**config.mk**
```make
export PLATFORM = sky130hd
export DESIGN_NAME = state_display_mux
export DESIGN_NICKNAME = d
export VERILOG_FILES = /design/src/rtl/state_display_mux.sv
export SDC_FILE = /design/constraint.sdc
export NUM_CORES = 1
export LEC_CHECK = 0
export BUFFER_PORTS_ARGS = -buffer_cell sky130_fd_sc_hd__buf_2
export CAP_MARGIN = 5
export CORE_ASPECT_RATIO = 1.25
export CORE_MARGIN = 2
export CORE_UTILIZATION = 30
export CTS_CLUSTER_DIAMETER = 60
export DETAILED_ROUTE_END_ITERATION = 7
export GPL_ROUTABILITY_DRIVEN = 0
export GPL_TIMING_DRIVEN = 0
export PLACE_DENSITY = 0.45
export SLEW_MARGIN = 10
export SYNTH_ARGS = -nofsm -noshare
export SYNTH_HDL_FRONTEND = slang
export SYNTH_SLANG_ARGS = --single-unit
```
**constraint.sdc**
```tcl
create_clock -name clk -period 2.1 [get_ports clk]
set_input_delay 0.21 -clock clk [delete_from_list [all_inputs] [get_ports clk]]
set_output_delay 0.21 -clock clk [all_outputs]
set_load 0.01 [all_outputs]
```
**src/rtl/state_display_mux.sv**
```systemverilog
// Time-multiplexed 7-segment driver with double-buffered digit values, per-digit blank/blink,
// anode dead-time at the start of each slot, and a one-cycle frame strobe.
module state_display_mux #(
    parameter int N_DIGITS     = 4,
    parameter int STATE_W      = 2,
    parameter int SCAN_DIV     = 50000,
    parameter int DEAD         = 2,
    parameter int BLINK_FRAMES = 64,
    parameter bit ACTIVE_LOW   = 1'b1
) (
    input  logic                         clk,
    input  logic                         rst_n,
    input  logic                         load,
    input  logic [N_DIGITS*STATE_W-1:0]  state_in,
    input  logic [N_DIGITS-1:0]          blank_mask,
    input  logic [N_DIGITS-1:0]          blink_mask,
    output logic [7:0]                   seg,
    output logic [N_DIGITS-1:0]          digit_en,
    output logic                         frame_done
);
    localparam int CNT_W = (SCAN_DIV > 1) ? $clog2(SCAN_DIV) : 1;
    localparam int IDX_W = (N_DIGITS > 1) ? $clog2(N_DIGITS) : 1;
    localparam int FRM_W = (BLINK_FRAMES > 1) ? $clog2(BLINK_FRAMES) : 1;

    localparam logic [CNT_W-1:0]    CNT_MAX  = CNT_W'(SCAN_DIV - 1);
    localparam logic [CNT_W-1:0]    CNT_DEAD = CNT_W'(DEAD);
    localparam logic [IDX_W-1:0]    IDX_MAX  = IDX_W'(N_DIGITS - 1);
    localparam logic [FRM_W-1:0]    FRM_MAX  = FRM_W'(BLINK_FRAMES - 1);
    localparam logic [7:0]          SEG_OFF  = {8{ACTIVE_LOW}};
    localparam logic [N_DIGITS-1:0] EN_OFF   = {N_DIGITS{ACTIVE_LOW}};

    logic [CNT_W-1:0]            cnt_reg, cnt_next;
    logic [IDX_W-1:0]            idx_reg, idx_next;
    logic [FRM_W-1:0]            frm_reg;
    logic                        hidden_reg;
    logic                        pending_reg;
    logic [N_DIGITS*STATE_W-1:0] act_state_reg, sh_state_reg;
    logic [N_DIGITS-1:0]         act_blank_reg, sh_blank_reg;
    logic [N_DIGITS-1:0]         act_blink_reg, sh_blink_reg;
    logic [7:0]                  seg_reg, seg_next;
    logic [N_DIGITS-1:0]         digit_en_reg, en_next;
    logic                        frame_done_reg;

    logic                        cnt_wrap, frame_wrap;
    logic [N_DIGITS-1:0]         sel;
    logic [3:0]                  act_val [N_DIGITS];
    logic [3:0]                  cur_val;
    logic                        cur_blank, cur_blink;

    function automatic logic [6:0] glyph(input logic [3:0] v);
        case (v)
            4'h0: glyph = 7'h3F;
            4'h1: glyph = 7'h06;
            4'h2: glyph = 7'h5B;
            4'h3: glyph = 7'h4F;
            4'h4: glyph = 7'h66;
            4'h5: glyph = 7'h6D;
            4'h6: glyph = 7'h7D;
            4'h7: glyph = 7'h07;
            4'h8: glyph = 7'h7F;
            4'h9: glyph = 7'h6F;
            4'hA: glyph = 7'h77;
            4'hB: glyph = 7'h7C;
            4'hC: glyph = 7'h39;
            4'hD: glyph = 7'h5E;
            4'hE: glyph = 7'h79;
            default: glyph = 7'h71;
        endcase
    endfunction

    genvar gi;
    generate
        for (gi = 0; gi < N_DIGITS; gi++) begin : g_digit
            assign act_val[gi] = 4'(act_state_reg[gi*STATE_W +: STATE_W]);
            assign sel[gi]     = (idx_reg == IDX_W'(gi));
        end
    endgenerate

    always_comb begin
        cur_val   = 4'h0;
        cur_blank = 1'b0;
        cur_blink = 1'b0;
        for (int k = 0; k < N_DIGITS; k++) begin
            if (sel[k]) begin
                cur_val   = act_val[k];
                cur_blank = act_blank_reg[k];
                cur_blink = act_blink_reg[k];
            end
        end
    end

    always_comb begin
        cnt_wrap   = (cnt_reg == CNT_MAX);
        frame_wrap = cnt_wrap && (idx_reg == IDX_MAX);
        cnt_next   = cnt_wrap ? '0 : cnt_reg + 1'b1;
        idx_next   = idx_reg;
        if (cnt_wrap) begin
            idx_next = (idx_reg == IDX_MAX) ? '0 : idx_reg + 1'b1;
        end
    end

    // A blanked digit keeps its anode off so a never-loaded display stays fully dark;
    // a blinking digit keeps its anode on and only drops the segments.
    always_comb begin
        seg_next = SEG_OFF;
        en_next  = EN_OFF;
        if (cnt_reg >= CNT_DEAD && !cur_blank) begin
            en_next = ACTIVE_LOW ? ~sel : sel;
            if (!(cur_blink && hidden_reg)) begin
                seg_next = ACTIVE_LOW ? ~{1'b0, glyph(cur_val)} : {1'b0, glyph(cur_val)};
            end
        end
    end

    always_ff @(posedge clk or negedge rst_n) begin
        if (!rst_n) begin
            cnt_reg        <= '0;
            idx_reg        <= '0;
            frm_reg        <= '0;
            hidden_reg     <= 1'b0;
            pending_reg    <= 1'b0;
            act_state_reg  <= '0;
            sh_state_reg   <= '0;
            act_blank_reg  <= '1;
            sh_blank_reg   <= '1;
            act_blink_reg  <= '0;
            sh_blink_reg   <= '0;
            seg_reg        <= SEG_OFF;
            digit_en_reg   <= EN_OFF;
            frame_done_reg <= 1'b0;
        end else begin
            cnt_reg        <= cnt_next;
            idx_reg        <= idx_next;
            seg_reg        <= seg_next;
            digit_en_reg   <= en_next;
            frame_done_reg <= frame_wrap;
            if (load) begin
                sh_state_reg <= state_in;
                sh_blank_reg <= blank_mask;
                sh_blink_reg <= blink_mask;
            end
            // Commit only at the frame boundary; a load on that very edge goes straight through.
            if (frame_wrap) begin
                pending_reg <= 1'b0;
                if (load) begin
                    act_state_reg <= state_in;
                    act_blank_reg <= blank_mask;
                    act_blink_reg <= blink_mask;
                end else if (pending_reg) begin
                    act_state_reg <= sh_state_reg;
                    act_blank_reg <= sh_blank_reg;
                    act_blink_reg <= sh_blink_reg;
                end
                if (frm_reg == FRM_MAX) begin
                    frm_reg    <= '0;
                    hidden_reg <= ~hidden_reg;
                end else begin
                    frm_reg <= frm_reg + 1'b1;
                end
            end else if (load) begin
                pending_reg <= 1'b1;
            end
        end
    end

    assign seg        = seg_reg;
    assign digit_en   = digit_en_reg;
    assign frame_done = frame_done_reg;

endmodule

```
## Word-level counts from Yosys, hierarchy flattened

Memories as Yosys holds them, arrays and structs flattened.
Index checks and enable logic that the tools add are counted.

| word-level totals | value |
|---|---|
| memories | 1 |
| output and inout port bits | 13 |
| bits in registers | 71 |
| memory bits (read-only) | 112 |

Memories:

| memory | words | width | read ports | clocked after memory_dff | write ports | RTL line | RTL |
|---|---|---|---|---|---|---|---|
| (name not given) | 16 | 7 | 1 | 0 | 0 | 51 | `case (v)` |

| cells by class | value |
|---|---|
| eq/ne operators | 5 |
| multiplexer cells | 28 |
| add/sub/neg operators | 3 |
| order comparisons | 1 |
| bitwise logic cells | 3 |
| reductions and logical operators | 9 |

Operators by type and width:

| kind | number |
|---|---|
| 8-bit two-way mux | 4 |
| 4-bit two-way mux | 7 |
| 16-bit by 1-bit adder with 16-bit output (second input constant) | 1 |
| 16-bit equality test (second input constant) | 1 |
| 16-bit by 2-bit >= comparator with 1-bit output (second input constant) | 1 |
| 16-bit two-way mux | 1 |
| 7-bit two-way mux | 2 |
| 1-bit two-way mux | 10 |
| 7-bit inverter with 8-bit output | 1 |
| 6-bit by 1-bit adder with 6-bit output (second input constant) | 1 |
| 6-bit equality test (second input constant) | 1 |
| 2-bit two-way mux | 3 |
| 6-bit two-way mux | 1 |
| 2-bit equality test (second input constant) | 2 |
| 4-bit inverter | 1 |
| 2-bit AND reduction | 2 |
| 2-bit nonzero test | 2 |
| 1-bit logical AND | 3 |
| 2-bit by 1-bit adder with 2-bit output (second input constant) | 1 |
| 2-bit by 1-bit equality test with 1-bit output (second input constant) | 1 |
| 2-bit zero test | 1 |
| 1-bit zero test | 1 |
| 1-bit inverter | 1 |

## Longest topological paths before layout

| logic depth | value |
|---|---|
| depth after elaboration | 11 |
| mapped depth | 8 |
| mapped depth without buffers | 6 |

## Worst setup path before layout

OpenSTA, ideal clock, no wires.

| timing | value |
|---|---|
| path type | reg-to-reg |
| start point | register cnt_reg[0] |
| end point | register act_blink_reg[0] |
| arrival | 1.850 ns |
| path slack | 0.125 ns |
| period minus slack after synthesis | 1.975 ns |
| path buffers | 3 |
| data required time | 1.975 ns |
| library setup time | 0.125 ns |
| cell stages (with the launch flop) | 9 |
| cells stage by stage | dfrtp_1 > ha_1 > and3_1 > buf_2 > and4b_1 > buf_4 > nand4b_4 > buf_6 > mux2_4 |

| on the way | value |
|---|---|
| cells in the longest elaborated chain, start to end | 3 |

Ends and longest elaborated chain:

| element | RTL line | RTL |
|---|---|---|
| start: declaration | 32 | `logic [CNT_W-1:0] cnt_reg, cnt_next;` |
| start signal: assignment | 132 | `cnt_reg <= cnt_next;` |
| 16-bit equality test | 93 | `cnt_wrap = (cnt_reg == CNT_MAX);` |
| 1-bit logical AND | 94 | `frame_wrap = cnt_wrap && (idx_reg == IDX_MAX);` |
| 2-bit AND reduction (no source line) | -- |  |
| end signal: assignment | 148 | `act_blink_reg <= blink_mask;` |
| end signal: assignment | 152 | `act_blink_reg <= sh_blink_reg;` |
| end: declaration | 39 | `logic [N_DIGITS-1:0] act_blink_reg, sh_blink_reg;` |

Every way passes these cells.
A chain may end at the register's enable or synchronous reset.

## Final worst setup path

| timing | value |
|---|---|
| start point | register cnt_reg[13] |
| end point | register frm_reg[0] |

| on the way | value |
|---|---|
| cells in the longest elaborated chain, start to end | 2 |

Ends and longest elaborated chain:

| element | RTL line | RTL |
|---|---|---|
| 16-bit equality test | 93 |  |
| 1-bit logical AND | 94 |  |
| net frame_wrap | 44 | `logic cnt_wrap, frame_wrap;` |
| end signal: assignment | 158 | `frm_reg <= frm_reg + 1'b1;` |
| end: declaration | 34 | `logic [FRM_W-1:0] frm_reg;` |

The timed path passes the listed nets, and every way through them passes these cells.

==> results.py <==
metrics = {
    "timing": {
        "period_share_pct": 98.2,
        "period_needed_ns": 2.06,
        "setup_ws_ns": 0.0377,
        "clock.fmax_mhz": 485,
        "slew_viol_final": 0,
        "worst_pin_slew_ns": 0.568,
        "rsz0062_at_grt": "yes",
        "setup_viol": 0,
        "hold_viol": 0,
        "clock_skew_ns": 0.00664,
        "relSlewSlack_pct": 62.1,
    },
    "worst_setup_path": {
        "r2r_cells": 5,
        "rrSetupSlack_ns": 0.04,
        "r2r-start": "cnt_reg[13]",
        "crit_fanout": 4,
        "regToRegEndpoint": "frm_reg[0]",
        "crit_chain": "or4_4 > nor4_4 > and3_1 > buf_6 > mux2_4",
        "path_buf_inv": 1,
        "arrival_ns": 2.28,
        "critPathLaunchType": "flip-flop",
        "max_stage_delay_ns": 0.55,
        "slowest_stage": "or4_4",
        "end_kind": "flip-flop",
        "required_ns": 2.31,
        "cpLargestDelayFamily": "simple AND/OR/NAND/NOR gates",
        "worst-setup-path-type": "flip-flop to flip-flop",
    },
    "detailed_routing": {
        "detail-route-antenna-nets": 0,
        "drt_iter0_markers": 49,
        "vias": 2111,
        "drc_errors": 0,
        "dr.pass1.iters": 4,
        "wl_per_cell_um": 14.4,
        "routed_wl_um": 6400,
        "vias_per_cell": 4.77,
    },
    "placement": {
        "place_ws_ns": -0.222,
        "portBuffers": 29,
        "dpl_cell_area_mm2": 0.00353,
        "hpwl_um": 4410,
    },
    "cells_and_area": {
        "num-fill-cells": 1074,
        "final_cell_mix": "dfrtp_1 (48), buf_2 (33), mux2_2 (22)",
        "nets": 332,
        "postLayoutCellArea_mm2": 0.00393,
        "n_antenna_cell": 0,
        "fin_util_pct": 37.4,
        "largest_reg_flops": 16,
        "area_delta_synth_final_pct": 23.0,
        "layout-drive-gt1-share_pct": 40.8,
        "final_common_cell": "dfrtp_1",
    },
    "synthesis": {
        "synth-seq-cells": 69,
        "yosysUniqueCellTypes": 44,
        "async_reset_ff_share_pct": 100,
        "synth_fp_nets": 282,
        "synth_flop_cell": "dfrtp_1",
        "synth_area_mm2": 0.00320,
        "ys_seq_area_share_pct": 54.7,
        "synth-edff-count": 0,
        "yosysWarnings": 0,
        "avgSynthCellArea_um2": 12.5,
        "synthCells": 256,
    },
    "global_route": {
        "grt_max_degree": 40,
        "antenna_found_initial": 0,
        "grt_pass1_wl_um": 10700,
        "overflow": 0,
        "grt_pass1_vias": 2173,
        "globalRouteTotalUtil_pct": 12.4,
    },
    "min_path": {
        "holdPathStages": 2,
        "hold-path-endpoint": "sh_state_reg[3]",
        "min_from": "state_in[3]",
        "min_path_type": "input pin to flip-flop",
    },
    "cts": {
        "htree_levels": 3,
        "cts_tree": "yes",
        "clk_latency_ns": 0.34,
        "clock_path_buffers": 2,
        "path_clk_slew_ns": 0.05,
        "cts-root-buf": "clkbuf_16",
        "clkSinkCount": 69,
        "cts_buffers": 9,
    },
    "power_and_ir_drop": {
        "max-vdd-ir-drop_v": 0.000292,
        "power_density_mw_per_mm2": 752,
        "switching_share_pct": 20.0,
        "switching_power_mw": 0.592,
        "clockPowerShare_pct": 50.1,
        "power_frac_seq_pct": 46.5,
        "leakage_nw": 1.86,
        "fin_total_pwr_mw": 2.96,
        "p_comb_share_pct": 3.4,
        "p_int_mw": 2.37,
    },
    "floorplan": {
        "die_width_um": 96.4,
        "ios": 32,
        "start_util_pct": 30.4,
        "dieArea_mm2": 0.0115,
        "coreArea_mm2": 0.0105,
        "die_y_um": 119,
        "fp-row-count": 42,
    },
    "outcome": {
        "status": "complete, no violations",
    },
    "flow_run": {
        "drv_cap": 0,
    },
}
repair_timing:
action	4_1_cts	5_1_grt
resized for setup	3	8
hold endpoints to repair	30	0
hold buffers	1	0
pin swaps	0	5
buffers inserted	1	9
endpoints found under the setup margin	19	27
synth_stat cells, types with 4 or more instances:
cell | number | share of area (%)
mux2_4 | 10 | 4.7
o21ai_0 | 6 | 0.94
clkbuf_1 | 5 | 0.59
nor2_1 | 14 | 1.6
nand2_1 | 10 | 1.2
and3_1 | 8 | 1.6
buf_2 | 6 | 0.94
xor2_1 | 6 | 1.6
nand3_1 | 12 | 1.9
and4_1 | 4 | 1.1
nand4_1 | 8 | 1.6
dfrtp_1 | 51 | 40
dfstp_2 | 18 | 15
inv_1 | 8 | 0.94
a21oi_1 | 7 | 1.1
mux2_2 | 22 | 7.7
xnor2_1 | 9 | 2.5
buf_4 | 4 | 0.94
ha_1 | 7 | 2.7
worst reg2reg max path, stage by stage (launching register included):
cell and delay (ns):
dfrtp_2 0.43, or4_4 0.55, nor4_4 0.33, and3_1 0.22, buf_6 0.12, mux2_4 0.30
through the flow:
step	std cells	TNS, ns	hold WS [ns]
3_5_place_dp	418	-2.03	0.183
3_3_place_gp	417	-1.96	0.458
4_1_cts	435	0	0.115
5_1_grt	443	-0.164	0.123
6_report	443	0	0.123
2_1_floorplan	256	0	-0.0856
area by class of cell:
| class | instances | area, um2 | area share (%) |
|---|---|---|---|
| clock buffers | 14 | 254 | 6.46 |
| repair buffers | 41 | 256 | 6.52 |
| plain buffers | 15 | 104 | 2.64 |
| flip-flops and latches | 69 | 1750 | 44.6 |
| inverters | 8 | 30.0 | 0.763 |
| clock inverters | 2 | 35.0 | 0.891 |
| multi-input cells | 162 | 1340 | 34.0 |
| well taps | 132 | 165 | 4.20 |
layer usage:
layer | share of wire [%] | GRT usage [%]
met4 | 3.0 | 7.31
met3 | 4.7 | 3.80
met2 | 50 | 20.1
met5 | 0 | 0
met1 | 42 | 14.1
power groups by stage:
stage | registers [mW] | clock network, mW | logic, mW
after floorplan | 1.39 | 0 | 0.0466
after global placement | 1.40 | 0 | 0.0975
after detailed placement | 1.40 | 0 | 0.104
after CTS | 1.37 | 1.53 | 0.106
after global routing | 1.38 | 1.58 | 0.115
final | 1.37 | 1.48 | 0.100
cell families (layout without fill, tap and decap cells):
logic type,count (synthesis),count (layout),synth area share [%]
AO/OA/AOI/OAI,26,26,5.28
multiplexers,35,35,13.5
buffers and inverters,25,80,4.11
AND/OR/NAND/NOR,78,78,15.5
flip-flops,69,69,54.7
XOR/XNOR,15,15,4.11
adder cells (fa/ha/maj),7,7,2.74
other,1,1,0.117
worst max-delay path by stage:
stage	startpoint	endpoint	cells past startpoint
final	cnt_reg[13]	frm_reg[0]	5
after global placement	idx_reg[0]	seg[2]	7
after CTS	cnt_reg[7]	frm_reg[0]	5
after detailed placement	idx_reg[0]	seg[2]	7
after global routing	cnt_reg[0]	act_blink_reg[3]	8
after floorplan	cnt_reg[0]	act_blink_reg[0]	8
Note: power is estimated with default switching activity, not from simulation.
